## src/rtl/mem_if_pkg.sv

```systemverilog
// mem_if_pkg
// Shared types and helpers for the single-port memory initiator.
//   size_e       : access size encoding (byte / half / word; 3 is illegal)
//   state_e      : initiator FSM states
//   wen_calc     : per-byte write enable from size and byte offset
//   load_extract : lane select plus sign/zero extension of a read word
package mem_if_pkg;

  typedef enum logic [1:0] {
    SZ_B = 2'd0,
    SZ_H = 2'd1,
    SZ_W = 2'd2
  } size_e;

  typedef enum logic [1:0] {
    IDLE = 2'd0,
    RD   = 2'd1,
    RSP  = 2'd2
  } state_e;

  function automatic logic [3:0] wen_calc(input logic [1:0] size,
                                          input logic [1:0] off);
    logic [3:0] w;
    case (size)
      SZ_B:    w = 4'b0001 << off;
      SZ_H:    w = off[1] ? 4'b1100 : 4'b0011;
      SZ_W:    w = 4'b1111;
      default: w = 4'b0000;
    endcase
    return w;
  endfunction

  function automatic logic [31:0] load_extract(input logic [31:0] rdata,
                                               input logic [1:0]  off,
                                               input logic [1:0]  size,
                                               input logic        uns);
    logic [31:0] sh;
    logic [31:0] r;
    case (size)
      SZ_B: begin
        sh = rdata >> {off, 3'b000};
        r  = {{24{~uns & sh[7]}}, sh[7:0]};
      end
      SZ_H: begin
        // Halfword lane is chosen by addr[1] only; addr[0] is known to be 0.
        sh = rdata >> {off[1], 4'b0000};
        r  = {{16{~uns & sh[15]}}, sh[15:0]};
      end
      default: begin
        sh = rdata;
        r  = rdata;
      end
    endcase
    return r;
  endfunction

endpackage

```

## src/rtl/mem_lane_steer.sv

```systemverilog
// mem_lane_steer
// Combinational store-path steering: byte enables and lane-replicated data.
//   active    : a legal store is being presented this cycle
//   size, off : access size and byte offset of the request
//   wdata     : right-aligned store data
//   mem_wen   : per-byte write enable (zero unless active)
//   mem_wdata : store data replicated across all lanes of its size
module mem_lane_steer
  import mem_if_pkg::*;
(
  input  logic        active,
  input  logic [1:0]  size,
  input  logic [1:0]  off,
  input  logic [31:0] wdata,
  output logic [3:0]  mem_wen,
  output logic [31:0] mem_wdata
);

  // Byte-enable generation, gated by the store qualifier.
  always_comb begin
    mem_wen = 4'b0000;
    if (active) begin
      mem_wen = wen_calc(size, off);
    end else begin
      mem_wen = 4'b0000;
    end
  end

  // Replicate store data so the enabled lanes see it regardless of offset.
  always_comb begin
    mem_wdata = wdata;
    case (size)
      SZ_B:    mem_wdata = {4{wdata[7:0]}};
      SZ_H:    mem_wdata = {2{wdata[15:0]}};
      default: mem_wdata = wdata;
    endcase
  end

endmodule

```

## src/rtl/mem_sp_initiator.sv

```systemverilog
// mem_sp_initiator
// Converts byte-addressed load/store requests into accesses on a synchronous
// single-port 32-bit RAM with byte write enables, one access outstanding.
//   clk, rst                       : clock, async active-high reset
//   req_valid/req_ready            : request handshake (ready only in IDLE)
//   req_we, req_addr, req_size,
//   req_unsigned, req_wdata        : request fields
//   rsp_valid/rsp_ready            : response handshake
//   rsp_rdata, rsp_err             : load result / error flag
//   mem_addr, mem_wdata, mem_wen   : RAM address, write data, byte enables
//   mem_rdata                      : RAM read data (one cycle after address)
module mem_sp_initiator
  import mem_if_pkg::*;
#(
  parameter int ADDR_WIDTH = 11,
  parameter int DATA_WIDTH = 32
) (
  input  logic                  clk,
  input  logic                  rst,
  input  logic                  req_valid,
  output logic                  req_ready,
  input  logic                  req_we,
  input  logic [31:0]           req_addr,
  input  logic [1:0]            req_size,
  input  logic                  req_unsigned,
  input  logic [DATA_WIDTH-1:0] req_wdata,
  output logic                  rsp_valid,
  input  logic                  rsp_ready,
  output logic [DATA_WIDTH-1:0] rsp_rdata,
  output logic                  rsp_err,
  output logic [ADDR_WIDTH-1:0] mem_addr,
  output logic [DATA_WIDTH-1:0] mem_wdata,
  output logic [3:0]            mem_wen,
  input  logic [DATA_WIDTH-1:0] mem_rdata
);

  state_e                state_r;
  logic [ADDR_WIDTH-1:0] addr_r;
  logic [1:0]            off_r;
  logic [1:0]            size_r;
  logic                  uns_r;
  logic                  rsp_valid_r;
  logic [31:0]           rsp_rdata_r;
  logic                  rsp_err_r;

  logic [31:0]           addr_hi_s;
  logic                  err_s;
  logic                  wr_active_s;

  // Request legality: size, natural alignment and address range.
  always_comb begin
    addr_hi_s = req_addr >> (ADDR_WIDTH + 2);
    err_s     = 1'b0;
    if (req_size == 2'd3) begin
      err_s = 1'b1;
    end else if ((req_size == SZ_H) && req_addr[0]) begin
      err_s = 1'b1;
    end else if ((req_size == SZ_W) && (req_addr[1:0] != 2'b00)) begin
      err_s = 1'b1;
    end else if (addr_hi_s != 32'd0) begin
      err_s = 1'b1;
    end else begin
      err_s = 1'b0;
    end
  end

  // Write strobes only for a legal store seen in IDLE; rst forces them low
  // so nothing is written while the block is held in reset.
  always_comb begin
    wr_active_s = 1'b0;
    if ((state_r == IDLE) && req_valid && req_we && !err_s && !rst) begin
      wr_active_s = 1'b1;
    end else begin
      wr_active_s = 1'b0;
    end
  end

  // Address is live from the request in IDLE so the RAM samples it on the
  // accept edge; afterwards it holds the captured word address.
  always_comb begin
    mem_addr = addr_r;
    if (state_r == IDLE) begin
      mem_addr = req_addr[ADDR_WIDTH+1:2];
    end else begin
      mem_addr = addr_r;
    end
  end

  mem_lane_steer u_lane_steer (
    .active    (wr_active_s),
    .size      (req_size),
    .off       (req_addr[1:0]),
    .wdata     (req_wdata),
    .mem_wen   (mem_wen),
    .mem_wdata (mem_wdata)
  );

  // Request/response FSM with registered response outputs.
  always_ff @(posedge clk or posedge rst) begin
    if (rst) begin
      state_r     <= IDLE;
      addr_r      <= '0;
      off_r       <= 2'b00;
      size_r      <= 2'b00;
      uns_r       <= 1'b0;
      rsp_valid_r <= 1'b0;
      rsp_rdata_r <= 32'd0;
      rsp_err_r   <= 1'b0;
    end else begin
      case (state_r)
        IDLE: begin
          if (req_valid) begin
            addr_r <= req_addr[ADDR_WIDTH+1:2];
            off_r  <= req_addr[1:0];
            size_r <= req_size;
            uns_r  <= req_unsigned;
            if (err_s || req_we) begin
              // Stores complete on the accept edge; errors never touch RAM.
              state_r     <= RSP;
              rsp_valid_r <= 1'b1;
              rsp_err_r   <= err_s;
              rsp_rdata_r <= 32'd0;
            end else begin
              state_r <= RD;
            end
          end
        end
        RD: begin
          // RAM output now reflects the address sampled at accept.
          rsp_rdata_r <= load_extract(mem_rdata, off_r, size_r, uns_r);
          rsp_err_r   <= 1'b0;
          rsp_valid_r <= 1'b1;
          state_r     <= RSP;
        end
        RSP: begin
          if (rsp_ready) begin
            state_r     <= IDLE;
            rsp_valid_r <= 1'b0;
            rsp_rdata_r <= 32'd0;
            rsp_err_r   <= 1'b0;
          end
        end
        default: begin
          state_r     <= IDLE;
          rsp_valid_r <= 1'b0;
          rsp_rdata_r <= 32'd0;
          rsp_err_r   <= 1'b0;
        end
      endcase
    end
  end

  assign req_ready = (state_r == IDLE);
  assign rsp_valid = rsp_valid_r;
  assign rsp_rdata = rsp_rdata_r;
  assign rsp_err   = rsp_err_r;

endmodule

```

## config.mk

```make
export PLATFORM = sky130hd
export DESIGN_NAME = mem_sp_initiator
export DESIGN_NICKNAME = d
export VERILOG_FILES = /design/src/rtl/mem_if_pkg.sv /design/src/rtl/mem_lane_steer.sv /design/src/rtl/mem_sp_initiator.sv
export SDC_FILE = /design/constraint.sdc
export NUM_CORES = 1
export LEC_CHECK = 0
export CORE_UTILIZATION = 38
export CTS_BUF_LIST = sky130_fd_sc_hd__clkbuf_16
export DETAILED_ROUTE_END_ITERATION = 12
export PLACE_DENSITY_LB_ADDON = 0.2
export SYNTH_ARGS = -nofsm -noshare
export SYNTH_HDL_FRONTEND = slang
export SYNTH_SLANG_ARGS = --single-unit
```

## constraint.sdc

```tcl
create_clock -name clk -period 5.64 [get_ports clk]
set_input_delay 1.692 -clock clk [delete_from_list [all_inputs] [get_ports clk]]
set_output_delay 1.692 -clock clk [all_outputs]
set_load 0.03 [all_outputs]
```

**Word-level counts from Yosys, hierarchy flattened**

Index checks and enable logic that the tools add are counted.

- Register bits: 52
- Word-level logic and storage cells: 66
- Input bits: 104

- Eq/ne operators: 9
- Bitwise operators: 3
- Shifts and indexed selects: 3
- Multiplexer cells: 26
- Reduce and logical (&&, ||, !) cells: 17

Operator list:

| kind | count |
|---|---|
| $pmux 32 s2 | 2 |
| $mux 32 | 3 |
| $pmux 32 s3 | 1 |
| $reduce_bool 32->1 | 1 |
| $shr 32x5->16 | 1 |
| $shr 32x5->8 | 1 |
| $pmux 4 s3 | 1 |
| $mux 11 | 1 |
| $mux 1 | 10 |
| $mux 4 | 2 |
| $eq 2x1->1 const B | 3 |
| $eq 2x2->1 const B | 3 |
| $logic_and 1x1->1 | 6 |
| $logic_not 2->1 | 3 |
| $mux 2 | 3 |
| $pmux 2 s3 | 1 |
| $ne 2x2->1 const B | 2 |
| $reduce_and 2->1 | 2 |
| $shl 1x2->4 const A | 1 |
| $pmux 1 s3 | 1 |
| $reduce_and 3->1 | 1 |
| $and 1x1->1 | 2 |
| $logic_not 1->1 | 2 |
| $ne 2x1->1 const B | 1 |
| other kinds (4) | 4 |

**Longest topological paths before layout**

Gate-level depths: netlist of run 1.

- Depth after elaboration: 10
- Depth in mapped cells: 7
- Mapped depth without buffers: 5

**By module**

A second synthesis of run 1 with hierarchy kept.

- Cell total of the unflattened synthesis: 313
- Area, all modules: 3,309.4 um2

By module, submodules not included:

| module | instances | cells an instance | area an instance (um2) |
|---|---|---|---|
| mem_sp_initiator | 1 | 247 | 2,825.2 |
| mem_lane_steer | 1 | 66 | 484.2 |

**Worst setup path before layout of run 1**

No wires, ideal clock.

- Kind: input-to-output
- From: input rst
- To: output mem_wen[0]
- Buffers on the path: 0
- Slack: 235 ps
- Arrival time: 3,713 ps
- Cell stages on the path: 3
- Data required time: 3,948 ps
- Path through: inv_1 nand4_1 a21oi_1

- Longest elaborated chain between the ends: 4

RTL lines:

| item | line | RTL |
|---|---|---|
| start, declared | mem_sp_initiator.sv:19 | `input logic rst,` |
| $logic_not 1->1 (no source line) | -- |  |
| $logic_and 1x1->1 | mem_sp_initiator.sv:71 | `if ((state_r == IDLE) && req_valid && req_we && !err_s && !rst) begin` |
| $mux 1 | mem_sp_initiator.sv:71 |  |
| $mux 4 | mem_lane_steer.sv:22 | `if (active) begin` |
| end, declared | mem_sp_initiator.sv:33 | `output logic [3:0] mem_wen,` |

No other way between the ends.

**Worst setup path in the final report of run 1**

- From: input req_size[1]
- To: output mem_wdata[20]

- Longest elaborated chain between the ends: 2
- Elaborated cells on any way between the ends: 3
- Those cells by class: eq/ne: 1; mux: 1; reduce/logical: 1

RTL lines:

| item | line | RTL |
|---|---|---|
| start, declared | mem_sp_initiator.sv:24 | `input logic [1:0] req_size,` |
| $eq 2x1->1 / $logic_not 2->1 (equally long branches) | mem_lane_steer.sv:32 | `case (size)` |
| $pmux 32 s2 (*) | mem_lane_steer.sv:32 |  |
| end, declared | mem_sp_initiator.sv:32 | `output logic [DATA_WIDTH-1:0] mem_wdata,` |

Mark *: on every way between the ends. The rest lies on a longest branch, timed or not.

==> impl_metrics.csv, run 1 <==
group,metric,value,unit
placed_design,dpl_cell_area,0.00488,mm²
timing,rsz0062_at_grt,"no",
worst_hold_path,min_path_type,"reg2reg",
layout,postLayoutCellArea,0.00502,mm²
outcome,run_status,"finished, final reports clean",
floorplan,start_util,39.1,%
timing,slew_violations,0,
layout,num_antenna_cells,0,
drt,firstDrtPassIters,4,
placed_design,portBuffers,185,
setup_path,path_cells,"clkdlybuf4s50_1 -> buf_4 -> mux2_2 -> clkdlybuf4s50_1",
floorplan,rows,32,
drt,viasPerCell,5.32,
clock_network,cts_buffers,5,
drt,wire_per_inst,16.9,µm
setup_path,r2r_setup_slack,3.22,ns
clock_network,ctsLongestPathBuffers,2,
drt,vias,3083,
layout,instances_no_fill,579,
floorplan,boundaryPins,186,
clock_network,root_buffer,"clkbuf_16",
layout,finalNetCount,580,
pwr,powerDensity,235,mW/mm²
setup_path,path_class,"in2out",
pwr,power.leakage,2.17,nW
synth,synth_edf_count,0,
synth,syn-num-nets,409,
synth,ys_top_cells_by_area,"dfrtp_1, mux2_2, nand2_1",
timing,period_minus_slack,5.38,ns
synth,synth_most_common_cell,"nand2_1",
clock_network,numClockSinks,52,
synth,synth_ff_type,"dfrtp_1",
timing,tightest_slew,1.20,ns
timing,fmax,186,MHz
setup_path,critical_path.max_fanout,19,
synth,synth.distinct_cells,36,
synth,netlist_area,0.00302,mm²
setup_path,critPathMostFrequentCell,"clkdlybuf4s50_1",
synth,syn_area_per_cell,9.92,µm²
timing,tns,0,ns
placed_design,place_congestion,0.847,
setup_path,slowest_stage,"clkdlybuf4s50_1",
drt,drt_wl_total,9790,µm
global_route,grt_usage,24.2,%
global_route,grt-ovfl-total,0,
setup_path,crit_family,"buffers and inverters",
synth,ys.warnings.count,0,
clock_network,ctsHoldBuffers,0,
placed_design,post-place-cells,571,
synth,synth-seq-cells,52,
timing,setup_viol,0,
setup_path,crit_buf_inv,3,
drt,antenna_left,0,
floorplan,die_area,0.00832,mm²
timing,clock_skew,0.00409,ns
timing,slew_headroom,19.8,%
layout,area_growth,66.1,%
drt,remaining_drc_errors,0,
floorplan,die-height,91.2,µm
setup_path,required,3.95,ns
synth,synth_common_cells,"nand2_1, dfrtp_1, mux2_2",
global_route,grt_start_max_net_pins,53,
synth,synthCells,305,
job,maxCapViolCount,0,
clock_network,cts_resized,0,
floorplan,core,0.00773,mm²
synth,yosysSeqAreaShare,43.0,%
synth,async_reset_ff_share,100,%
layout,drive_above_1_share,12.6,%
setup_path,start_kind,"input port",
clock_network,cts_tree,"built",
global_route,grt_first_pass_wirelength,15800,µm
timing,finalCritPeriodShare,95.4,%
setup_path,cp_slowest_stage_delay,0.72,ns
global_route,grt_pass1_vias,3124,
synth,synth_top_area_share,43.0,%
synth,yosys.area.top_type,"dfrtp_1",
setup_path,cp.arrival,3.69,ns
clock_network,post-cts-setup-buffers,0,
pwr,irDropWorstVdd,0.185,mV
clock_network,h-tree-depth,2,
placed_design,hpwl,7690,µm
global_route,grt_antenna_before_repair,0,
clock_network,clk_pin_slew_worst_paths,0.07,ns
floorplan,dieWidth,91.2,µm
drt,drtIter0Drc,106,
setup_path,cp-end-kind,"primary output",
clock_network,clkLatencyLatePin,0.28,ns
timing,hold_viol,0,
## where the power goes
| group | switching [mW] | leakage (nW) | internal [mW] | total [mW] |
|---|---|---|---|---|
| clock | 0.136 | 0.0716 | 0.164 | 0.300 |
| combinational | 0.225 | 1.40 | 0.213 | 0.439 |
| sequential | 0.0389 | 0.695 | 0.403 | 0.442 |
| total | 0.401 | 2.17 | 0.780 | 1.18 |
## logic make-up (layout without fill, tap and decap cells)
logic type / after synthesis / in the layout / share of synthesized area [%]
flops: 52 / 52 / 43.0
simple gates: 94 / 94 / 13.8
mux: 44 / 44 / 16.0
compound gates: 85 / 85 / 21.7
buf+inv: 30 / 202 / 5.46
## metal layers
layer / GRT usage, % / up-vias / wire length, µm
met5: 0 / - / 0
met4: 7.14 / 0 / 186
met3: 6.28 / 13 / 793
met2: 41.9 / 152 / 4840
met1: 29.7 / 1444 / 3970
li1: - / 1474 / -
## state kept, by name, summed over array words and instances, names as in the netlist
name,flops
rsp_valid,1
uns_r,1
size_r,2
rsp_err,1
addr_r,11
off_r,2
state_r,2
rsp_rdata,32
## cells in the final DEF, fill, tap and decap left out, types with 2 or more instances in the layout
cell type          n
a211o_1            7
a21o_1             3
a21oi_1           15
a221o_1           16
a222oi_1           8
buf_4             12
clkbuf_16          5
clkdlybuf4s50_1  179
dfrtp_1           52
inv_1              2
mux2_2            35
mux2i_1            9
nand2_1           59
nand2b_1           3
nand4_1            2
nor2_1            14
nor2b_1            3
nor3_1             2
nor4_1             5
o21ai_0           21
o2bb2ai_1          8
## tightest hold or removal path: cells and delay by family, from the launching register on
| family | cells | cell delay (ns) |
|---|---|---|
| flops | 1 | 0.34 |
| simple gates | 2 | 0.11 |
## final timing paths
check,from,cells after the start,endpoint
hold reg to reg,addr_r[6]$_DFFE_PP0P_,2,addr_r[6]$_DFFE_PP0P_
hold / removal,addr_r[6]$_DFFE_PP0P_,2,addr_r[6]$_DFFE_PP0P_
min in group asynchronous,rst,3,addr_r[7]$_DFFE_PP0P_
max in group asynchronous,rst,3,rsp_rdata[22]$_DFFE_PP0P_
setup / recovery,req_size[1],4,mem_wdata[20]
setup reg to reg,state_r[1]$_DFFE_PP0P_,3,rsp_rdata[19]$_DFFE_PP0P_
## layout make-up
| class | instances | area, µm² |
|---|---|---|
| Timing Repair Buffer | 191 | 1880 |
| Multi-Input combinational cell | 223 | 1560 |
| Inverter | 3 | 11.3 |
| Fill cell | 642 | 2710 |
| Sequential cell | 52 | 1300 |
| Clock buffer | 5 | 125 |
| Clock inverter | 3 | 17.5 |
| Tap cell | 102 | 128 |
## metrics by stage
| stage | hold WS, ns | total power [mW] | worst slack (ns) | utilization, % |
|---|---|---|---|---|
| after detailed placement | 0.463 | 0.886 | 0.249 | 63.1 |
| after global routing | 0.507 | 1.24 | 0.106 | 65.0 |
| after global placement | 0.455 | 0.879 | 0.316 | 63.1 |
| after floorplan | 0.442 | 0.697 | 0.235 | - |
| after CTS | 0.481 | 1.19 | 0.253 | 65.0 |
| final | 0.477 | 1.18 | 0.262 | 65.0 |
Note: power is estimated with default switching activity, not from simulation.
==> run 2: changes to the inputs <==
Settings changed: CORE_ASPECT_RATIO set to 0.5, CTS_CLUSTER_SIZE set to 24, PLACE_DENSITY set to 0.82, PLACE_DENSITY_LB_ADDON 0.2 to not set.
==> impl_metrics.csv, run 2 (same netlist as run 1, synthesis figures left out) <==
group,metric,value,unit
global_route,grt_usage,24.2,%
timing,fin_ws,0.310,ns
pwr,p_total,1.23,mW
timing,slew_headroom,35.7,%
placed_design,hpwl,7730,µm
placed_design,place_congestion,0.848,
setup_path,path_class,"in2out",
timing,rsz0062_at_grt,"no",
setup_path,cp-end-kind,"primary output",
layout,area_growth,67.7,%
placed_design,dp_worst_setup_slack,0.355,ns
setup_path,cp.arrival,3.64,ns
setup_path,startpoint,"req_size[0]",
pwr,internal-power,826,µW
floorplan,dieWidth,128,µm
timing,tns,0,ns
layout,largest_reg_flops,32,
layout,drive_above_1_share,12.4,%
setup_path,worstReg2RegEnd,"rsp_rdata[28]$_DFFE_PP0P_",
floorplan,core,0.00751,mm²
clock_network,cts_buffers,5,
setup_path,r2r_setup_slack,3.27,ns
placed_design,portBuffers,185,
pwr,power_frac_clock,27.9,%
floorplan,rows,22,
pwr,powerDensity,242,mW/mm²
layout,final_common_cell,"clkdlybuf4s50_1",
clock_network,ctsHoldBuffers,0,
clock_network,clkLatencyLatePin,0.29,ns
timing,tightest_slew,0.962,ns
global_route,grt_pass1_vias,3049,
timing,setup_viol,0,
setup_path,r2r_cells,4,
clock_network,cts_tree,"built",
clock_network,ctsLongestPathBuffers,2,
setup_path,critical_path.max_fanout,9,
worst_hold_path,holdPathEnd,"addr_r[4]$_DFFE_PP0P_",
setup_path,reg2reg_from,"off_r[1]$_DFFE_PP0P_",
floorplan,start_util,40.2,%
global_route,grt_antenna_before_repair,0,
worst_hold_path,min_from,"addr_r[4]$_DFFE_PP0P_",
global_route,grt_first_pass_wirelength,15600,µm
pwr,swShare,32.7,%
worst_hold_path,min_path_type,"reg2reg",
layout,finalNetCount,580,
global_route,grt-ovfl-total,0,
floorplan,boundaryPins,186,
drt,drtIter0Drc,217,
floorplan,die-height,65.1,µm
clock_network,post-cts-setup-buffers,0,
drt,wire_per_inst,17.3,µm
pwr,p_comb_share,35.9,%
layout,final_cell_mix,"clkdlybuf4s50_1, nand2_1, dfrtp_1",
timing,period_minus_slack,5.33,ns
setup_path,cp_slowest_stage_delay,0.73,ns
placed_design,post-place-cells,577,
clock_network,h-tree-depth,2,
timing,clock_skew,0.00976,ns
setup_path,start_kind,"input port",
drt,remaining_drc_errors,0,
timing,fmax,188,MHz
layout,fillers,589,
job,maxCapViolCount,0,
drt,viasPerCell,5.30,
drt,antenna_left,0,
drt,drt_wl_total,10100,µm
outcome,run_status,"finished, final reports clean",
clock_network,cts_resized,0,
pwr,pwr-share-seq,36.3,%
clock_network,clk_pin_slew_worst_paths,0.07,ns
timing,hold_viol,0,
timing,slew_violations,0,
global_route,grt_start_max_net_pins,53,
worst_hold_path,hold_path_depth,2,
clock_network,root_buffer,"clkbuf_16",
setup_path,path_cells,"clkdlybuf4s50_1 -> buf_4 -> mux2i_1 -> o21ai_0 -> clkdlybuf4s50_1",
clock_network,numClockSinks,52,
pwr,irDropWorstVdd,0.146,mV
layout,fin_util,67.5,%
setup_path,slowest_stage,"clkdlybuf4s50_1",
floorplan,die_area,0.00834,mm²
timing,finalCritPeriodShare,94.5,%
drt,firstDrtPassIters,5,
layout,instances_no_fill,585,
setup_path,critPathMostFrequentCell,"clkdlybuf4s50_1",
drt,vias,3102,
setup_path,required,3.95,ns
layout,num_antenna_cells,0,
pwr,switching_power,402,µW
pwr,power.leakage,2.18,nW
==> run 2: worst max-delay path, delay by kind of cell <==
family / cells / cell delay (ns)
buf+inv: 3 / 1.64
compound gates: 1 / 0.23
mux: 1 / 0.08
==> run 2: power groups by stage <==
stage	Combinational, mW	Sequential [mW]	Clock, mW
4_1_cts	0.442	0.444	0.345
3_3_place_gp	0.433	0.448	0
2_1_floorplan	0.264	0.433	0
3_5_place_dp	0.439	0.451	0
6_report	0.440	0.445	0.342
5_1_grt	0.469	0.450	0.361
==> run 2: worst max-delay path by stage <==
stage | endpoint | slack, ns | cells past startpoint
after global routing | mem_wdata[25] | 0.20 | 5
after detailed placement | mem_wdata[25] | 0.35 | 5
after floorplan | mem_wen[0] | 0.23 | 3
final | mem_wdata[25] | 0.31 | 5
after global placement | mem_wdata[31] | 0.39 | 5
after CTS | mem_wdata[25] | 0.34 | 5
==> run 2: layout make-up <==
type / instances / area (µm²) / share of cell area (%)
clock inverter: 3 / 42.5 / 0.839
inverter: 3 / 11.3 / 0.222
multi-input combinational: 223 / 1560 / 30.7
clock buffer: 5 / 125 / 2.47
tap: 108 / 135 / 2.66
sequential: 52 / 1300 / 25.7
timing repair buffer: 191 / 1900 / 37.4
==> run 2: per-stage QoR <==
stage / instance area, µm² / hold WS, ns
6_report: 5070 / 0.475
5_1_grt: 5070 / 0.506
4_1_cts: 5070 / 0.484
3_5_place_dp: 4900 / 0.462
3_3_place_gp: 4900 / 0.455
2_1_floorplan: 3020 / 0.442
==> run 2: layer usage <==
layer	vias up	wire length [µm]	track usage, %	share of wire (%)
met1	1485	4150	30.8	41
met3	14	735	4.95	7.3
met5	-	0	0	0
met4	0	142	5.88	1.4
li1	1470	-	-	-
met2	133	5090	42.3	50
